`config.mk`:
```
export PLATFORM = sky130hd
export DESIGN_NAME = ram_program_loader
export DESIGN_NICKNAME = d
export VERILOG_FILES = /design/src/rtl/ram_program_loader.sv
export SDC_FILE = /design/constraint.sdc
export NUM_CORES = 1
export LEC_CHECK = 0
export BUFFER_PORTS_ARGS = -buffer_cell sky130_fd_sc_hd__buf_2
export CAP_MARGIN = 20
export CORE_MARGIN = 2
export CORE_UTILIZATION = 52
export CTS_BUF_LIST = sky130_fd_sc_hd__clkbuf_2
export DETAILED_ROUTE_END_ITERATION = 10
export PLACE_DENSITY = 0.84
export SLEW_MARGIN = 20
export SYNTH_ARGS = -nofsm -noshare
export SYNTH_HDL_FRONTEND = slang
export SYNTH_SLANG_ARGS = --single-unit
```
`constraint.sdc`:
```
create_clock -name clk -period 2.6 [get_ports clk]
set_input_delay 0.52 -clock clk [delete_from_list [all_inputs] [get_ports clk]]
set_output_delay 0.52 -clock clk [all_outputs]
set_load 0.01 [all_outputs]
```
`src/rtl/ram_program_loader.sv`:
```
// ram_program_loader
//   Boot-time sequencer that copies program bytes from the external pins into
//   the CPU RAM through the shared 8-bit bus and the MAR/RAM strobes. It keeps
//   the CPU control sequencer idle (cpu_run=0) until the session completes.
//
// Optional feature macro: LOADER_READBACK_EN
//   When defined, a VERIFY state reads each written byte back over bus_in and
//   sets the sticky err flag if it differs from the byte that was written.
//
// Ports
//   clk, rst_n               clock, synchronous active-low reset
//   start, finish            begin session (IDLE/DONE), end early (WAIT_BYTE)
//   byte_in/valid/ready      program byte handshake
//   bus_in                   shared bus value, readback only
//   bus_out, bus_oe          loader bus drive and ownership
//   n_load_addr/n_load_data  MAR strobes (active-low)
//   n_ram_write/n_ram_read   RAM strobes (active-low)
//   cpu_run, busy, done, err session status
//   addr                     address of the next byte to write
module ram_program_loader #(
  parameter int RAM_BYTES = 16,
  parameter int ADDR_W    = 4
) (
  input  logic              clk,
  input  logic              rst_n,
  input  logic              start,
  input  logic              finish,
  input  logic [7:0]        byte_in,
  input  logic              byte_valid,
  output logic              byte_ready,
  input  logic [7:0]        bus_in,
  output logic [7:0]        bus_out,
  output logic              bus_oe,
  output logic              n_load_addr,
  output logic              n_load_data,
  output logic              n_ram_write,
  output logic              n_ram_read,
  output logic              cpu_run,
  output logic              busy,
  output logic              done,
  output logic              err,
  output logic [ADDR_W-1:0] addr
);

  typedef enum logic [2:0] {
    S_IDLE, S_WAIT, S_LADDR, S_LDATA, S_WRITE, S_VERIFY, S_DONE
  } state_t;

  localparam logic [ADDR_W-1:0] LAST = ADDR_W'(RAM_BYTES - 1);

  state_t     state;
  logic [7:0] data_q;   // byte being written, held until the next accept
`ifdef LOADER_READBACK_EN
  logic       err_q;
`endif

  always_ff @(posedge clk) begin
    if (!rst_n) begin
      state  <= S_IDLE;
      addr   <= '0;
      data_q <= 8'h00;
`ifdef LOADER_READBACK_EN
      err_q  <= 1'b0;
`endif
    end else begin
      case (state)
        S_IDLE, S_DONE: begin
          // A byte presented together with start is not taken this cycle.
          if (start) begin
            state <= S_WAIT;
            addr  <= '0;
`ifdef LOADER_READBACK_EN
            err_q <= 1'b0;
`endif
          end
        end
        S_WAIT: begin
          // A byte beats finish; finish must be reasserted later.
          if (byte_valid) begin
            data_q <= byte_in;
            state  <= S_LADDR;
          end else if (finish) begin
            state <= S_DONE;
          end
        end
        S_LADDR: state <= S_LDATA;
        S_LDATA: state <= S_WRITE;
        S_WRITE: begin
`ifdef LOADER_READBACK_EN
          state <= S_VERIFY;
        end
        S_VERIFY: begin
          if (bus_in != data_q) err_q <= 1'b1;
`endif
          // Post-write: the last location ends the session without wrapping.
          if (addr == LAST) begin
            state <= S_DONE;
          end else begin
            addr  <= addr + ADDR_W'(1);
            state <= S_WAIT;
          end
        end
        default: state <= S_IDLE;
      endcase
    end
  end

  // Moore decode from state, byte latch and addr only.
  always_comb begin
    byte_ready  = (state == S_WAIT);
    bus_oe      = (state == S_LADDR) || (state == S_LDATA);
    bus_out     = 8'h00;
    if (state == S_LADDR) bus_out = 8'(addr);
    if (state == S_LDATA) bus_out = data_q;
    n_load_addr = (state != S_LADDR);
    n_load_data = (state != S_LDATA);
    n_ram_write = (state != S_WRITE);
    cpu_run     = (state == S_DONE);
    done        = (state == S_DONE);
    busy        = (state != S_IDLE) && (state != S_DONE);
`ifdef LOADER_READBACK_EN
    n_ram_read  = (state != S_VERIFY);
    err         = err_q;
`else
    n_ram_read  = 1'b1;
    err         = 1'b0;
`endif
  end

endmodule

```
==> reports/results.txt <==
Outcome - completed
1st-pass router iterations - 6
Crit start category - flip-flop
Tot GR Track Use - 0.1997
Vias per inst - 5.435
Pin count of the biggest net entering global routing - 19
Pwr Density - 422.4 mW/mm^2
Inserted Clock Buffers - 3
CTS tree - yes
Crit-path max FO - 14
Ys Warns - 0
Leak - 0.5305 nW
Final Cycle Share - 0.8686
Register area share after synthesis - 0.3046
Die W - 47.55 um
Fin nets - 159
R2R depth - 3
Initial antenna violation count - 0
Cells after Synth - 108
Slowest Stage Delay on Critical Path - 0.67 ns
Setup violators final - 0
Req. time, crit path - 2.08 ns
Most common cell after layout, fill and taps aside - buf_2
Synthesized area - 985.9 sq um
Share of layout cells above drive strength 1 - 0.3382
CP endpoint kind - output port
Syn avg cell area - 9.129 sq um
CTS sink cnt - 15
I/O pin count - 43
Worst reg-to-reg setup slack - 0.93 ns
N_diodes - 0
Vias in the first global route - 719
Crit path from - state[2]
Syn Nets - 130
Die height - 47.55 um
CP Data Arrival Time - 1.74 ns
Die area - 0.002261 sq mm
Post-DP HPWL - 1574 um
RSZ-0062 raised after global routing - no
Port buffer count - 32
Final hold viol count - 0
Drt total wl - 2073 um
Placed cells - 157
Reg2reg start - state[1]
Library cells used by synthesis - 38
Cts repair resizes - 0
Min-delay src - byte_in[4]
Hold-fix buffers, CTS - 0
Hold crit path type - primary input to flip-flop
Worst-path clk slew - 0.16 ns
DRT iter0 DRCs - 14
First-pass GRT wire length - 3215 um
Asr flop ratio synth - 0
Clock Latency Late Sink - 0.28 ns
Finished Layout Cells - 161
Clock Path Buffers - 2
Hold Path Stages - 3
Count of final max-slew check failures - 0
VDD IR-drop max - 370.6 uV
Crit-path cells - nand2b_4 > inv_2 > or3_1 > buf_2
Synth Flop Type - dfxtp_1
Slew HR - 0.5716
R2R Path End - data_q[3]
TNS Setup - 0 ns
Clock Root Buffer - clkbuf_2
Worst path slowest cell - dfxtp_1
Antenna-violating nets left - 0
Area grow syn2layout - 15.23%
Post-CTS setup buffers - 0
DRC - 0
Via count - 875
Min Tclk post-route - 2.258 ns
Row cnt - 15
Number of synthesized flops with an enable pin - 0
Placer Congestion - 0.7861
Per-cell routed wire length - 12.88 um
Core box area - 0.001764 sq mm
Fmax - 442.8 MHz
Max Cap Viol - 0
Starting Density - 0.5589
CTS HTree Levels - 1
Commonest non-fill, non-tap cells in the layout - buf_2 (32), nor2_1 (16), dfxtp_1 (15)
Seq cells post-synth - 15
Measured slew at the worst slew-check pin - 0.6417 ns
Hold endpoint - data_q[4]
Total congestion overflow - 0
WS Path Type - flip-flop to output port
Final Skew - 0.006328 ns
## layout make-up
| class | instances | area [sq um] |
|---|---|---|
| clock inverters | 1 | 5.005 |
| multi-input cells | 80 | 601.8 |
| repair buffers | 33 | 167.7 |
| inverters | 4 | 15.01 |
| well taps | 25 | 31.28 |
| clock buffers | 3 | 15.01 |
| flip-flops and latches | 15 | 300.3 |
| fillers | 173 | 628.1 |
## power by group
| part | total, mW | internal, mW | switching (mW) |
|---|---|---|---|
| logic | 0.114 | 0.0556 | 0.0583 |
| registers | 0.255 | 0.240 | 0.0154 |
| clock network | 0.111 | 0.0349 | 0.0761 |
## metal layers
metal | global-route usage | share of wire | vias up | routed length, um
met5 | 0 | 0 | - | 0
met4 | 0.06486 | 0.0068 | 0 | 14
met3 | 0.03774 | 0.038 | 2 | 79
met2 | 0.3459 | 0.51 | 23 | 1060
met1 | 0.2494 | 0.44 | 417 | 918
li1 | - | - | 433 | -
## Yosys cell counts (all sizes together), types with 2 or more instances
master / n / area (sq um)
a211oi: 3 / 22.52
and3: 5 / 31.28
and3b: 2 / 17.52
and4bb: 2 / 25.02
buf: 9 / 68.81
conb: 2 / 7.510
dfxtp: 15 / 300.3
inv: 3 / 11.26
mux2i: 14 / 140.1
nand2: 5 / 26.27
nand2b: 7 / 51.30
nand3: 2 / 10.01
nor2: 16 / 60.06
nor2b: 3 / 26.27
nor3b: 2 / 15.01
o21bai: 3 / 33.78
o221a: 2 / 22.52
o31a: 2 / 17.52
## through the flow
step / area, sq um / power [mW] / worst slack, ns / hold WS [ns] / util
4_1_cts: 1136 / 0.4828 / 0.3254 / 0.4616 / 0.6440
6_report: 1136 / 0.4799 / 0.3416 / 0.4657 / 0.6440
3_5_place_dp: 1116 / 0.3738 / 0.6725 / 0.4798 / 0.6326
3_3_place_gp: 1116 / 0.3686 / 0.7003 / 0.4632 / 0.6326
2_1_floorplan: 985.9 / 0.3477 / 0.9298 / 0.4516 / -
5_1_grt: 1136 / 0.5102 / 0.2093 / 0.4462 / 0.6440
## registers in the layout (all words and copies together) (netlist names)
name / count
state: 3
data_q: 8
addr: 4
## cells by family (layout without fill, tap and decap cells)
| group | after synthesis | count (layout) | synth area share |
|---|---|---|---|
| flops | 15 | 15 | 0.3046 |
| mux | 14 | 14 | 0.1421 |
| simple gates | 47 | 47 | 0.2868 |
| other cells | 2 | 2 | 0.007617 |
| buf+inv | 13 | 41 | 0.08501 |
| fa+ha+maj | 1 | 1 | 0.01269 |
| compound gates | 16 | 16 | 0.1612 |
## critical path: cells and delay by family, from the launching register on
family                 cells  cell delay (ns)
buffers and inverters      2             0.20
DFF                        1             0.67
and+or+nand+nor            2             0.59
## worst max-delay path by stage
stage	slack, ns	end	cells past startpoint
final	0.34	busy	4
after detailed placement	0.67	busy	4
after global routing	0.21	busy	4
after CTS	0.33	busy	4
after global placement	0.70	busy	4
after floorplan	0.93	busy	4
Power figures use the tool's default switching activity.
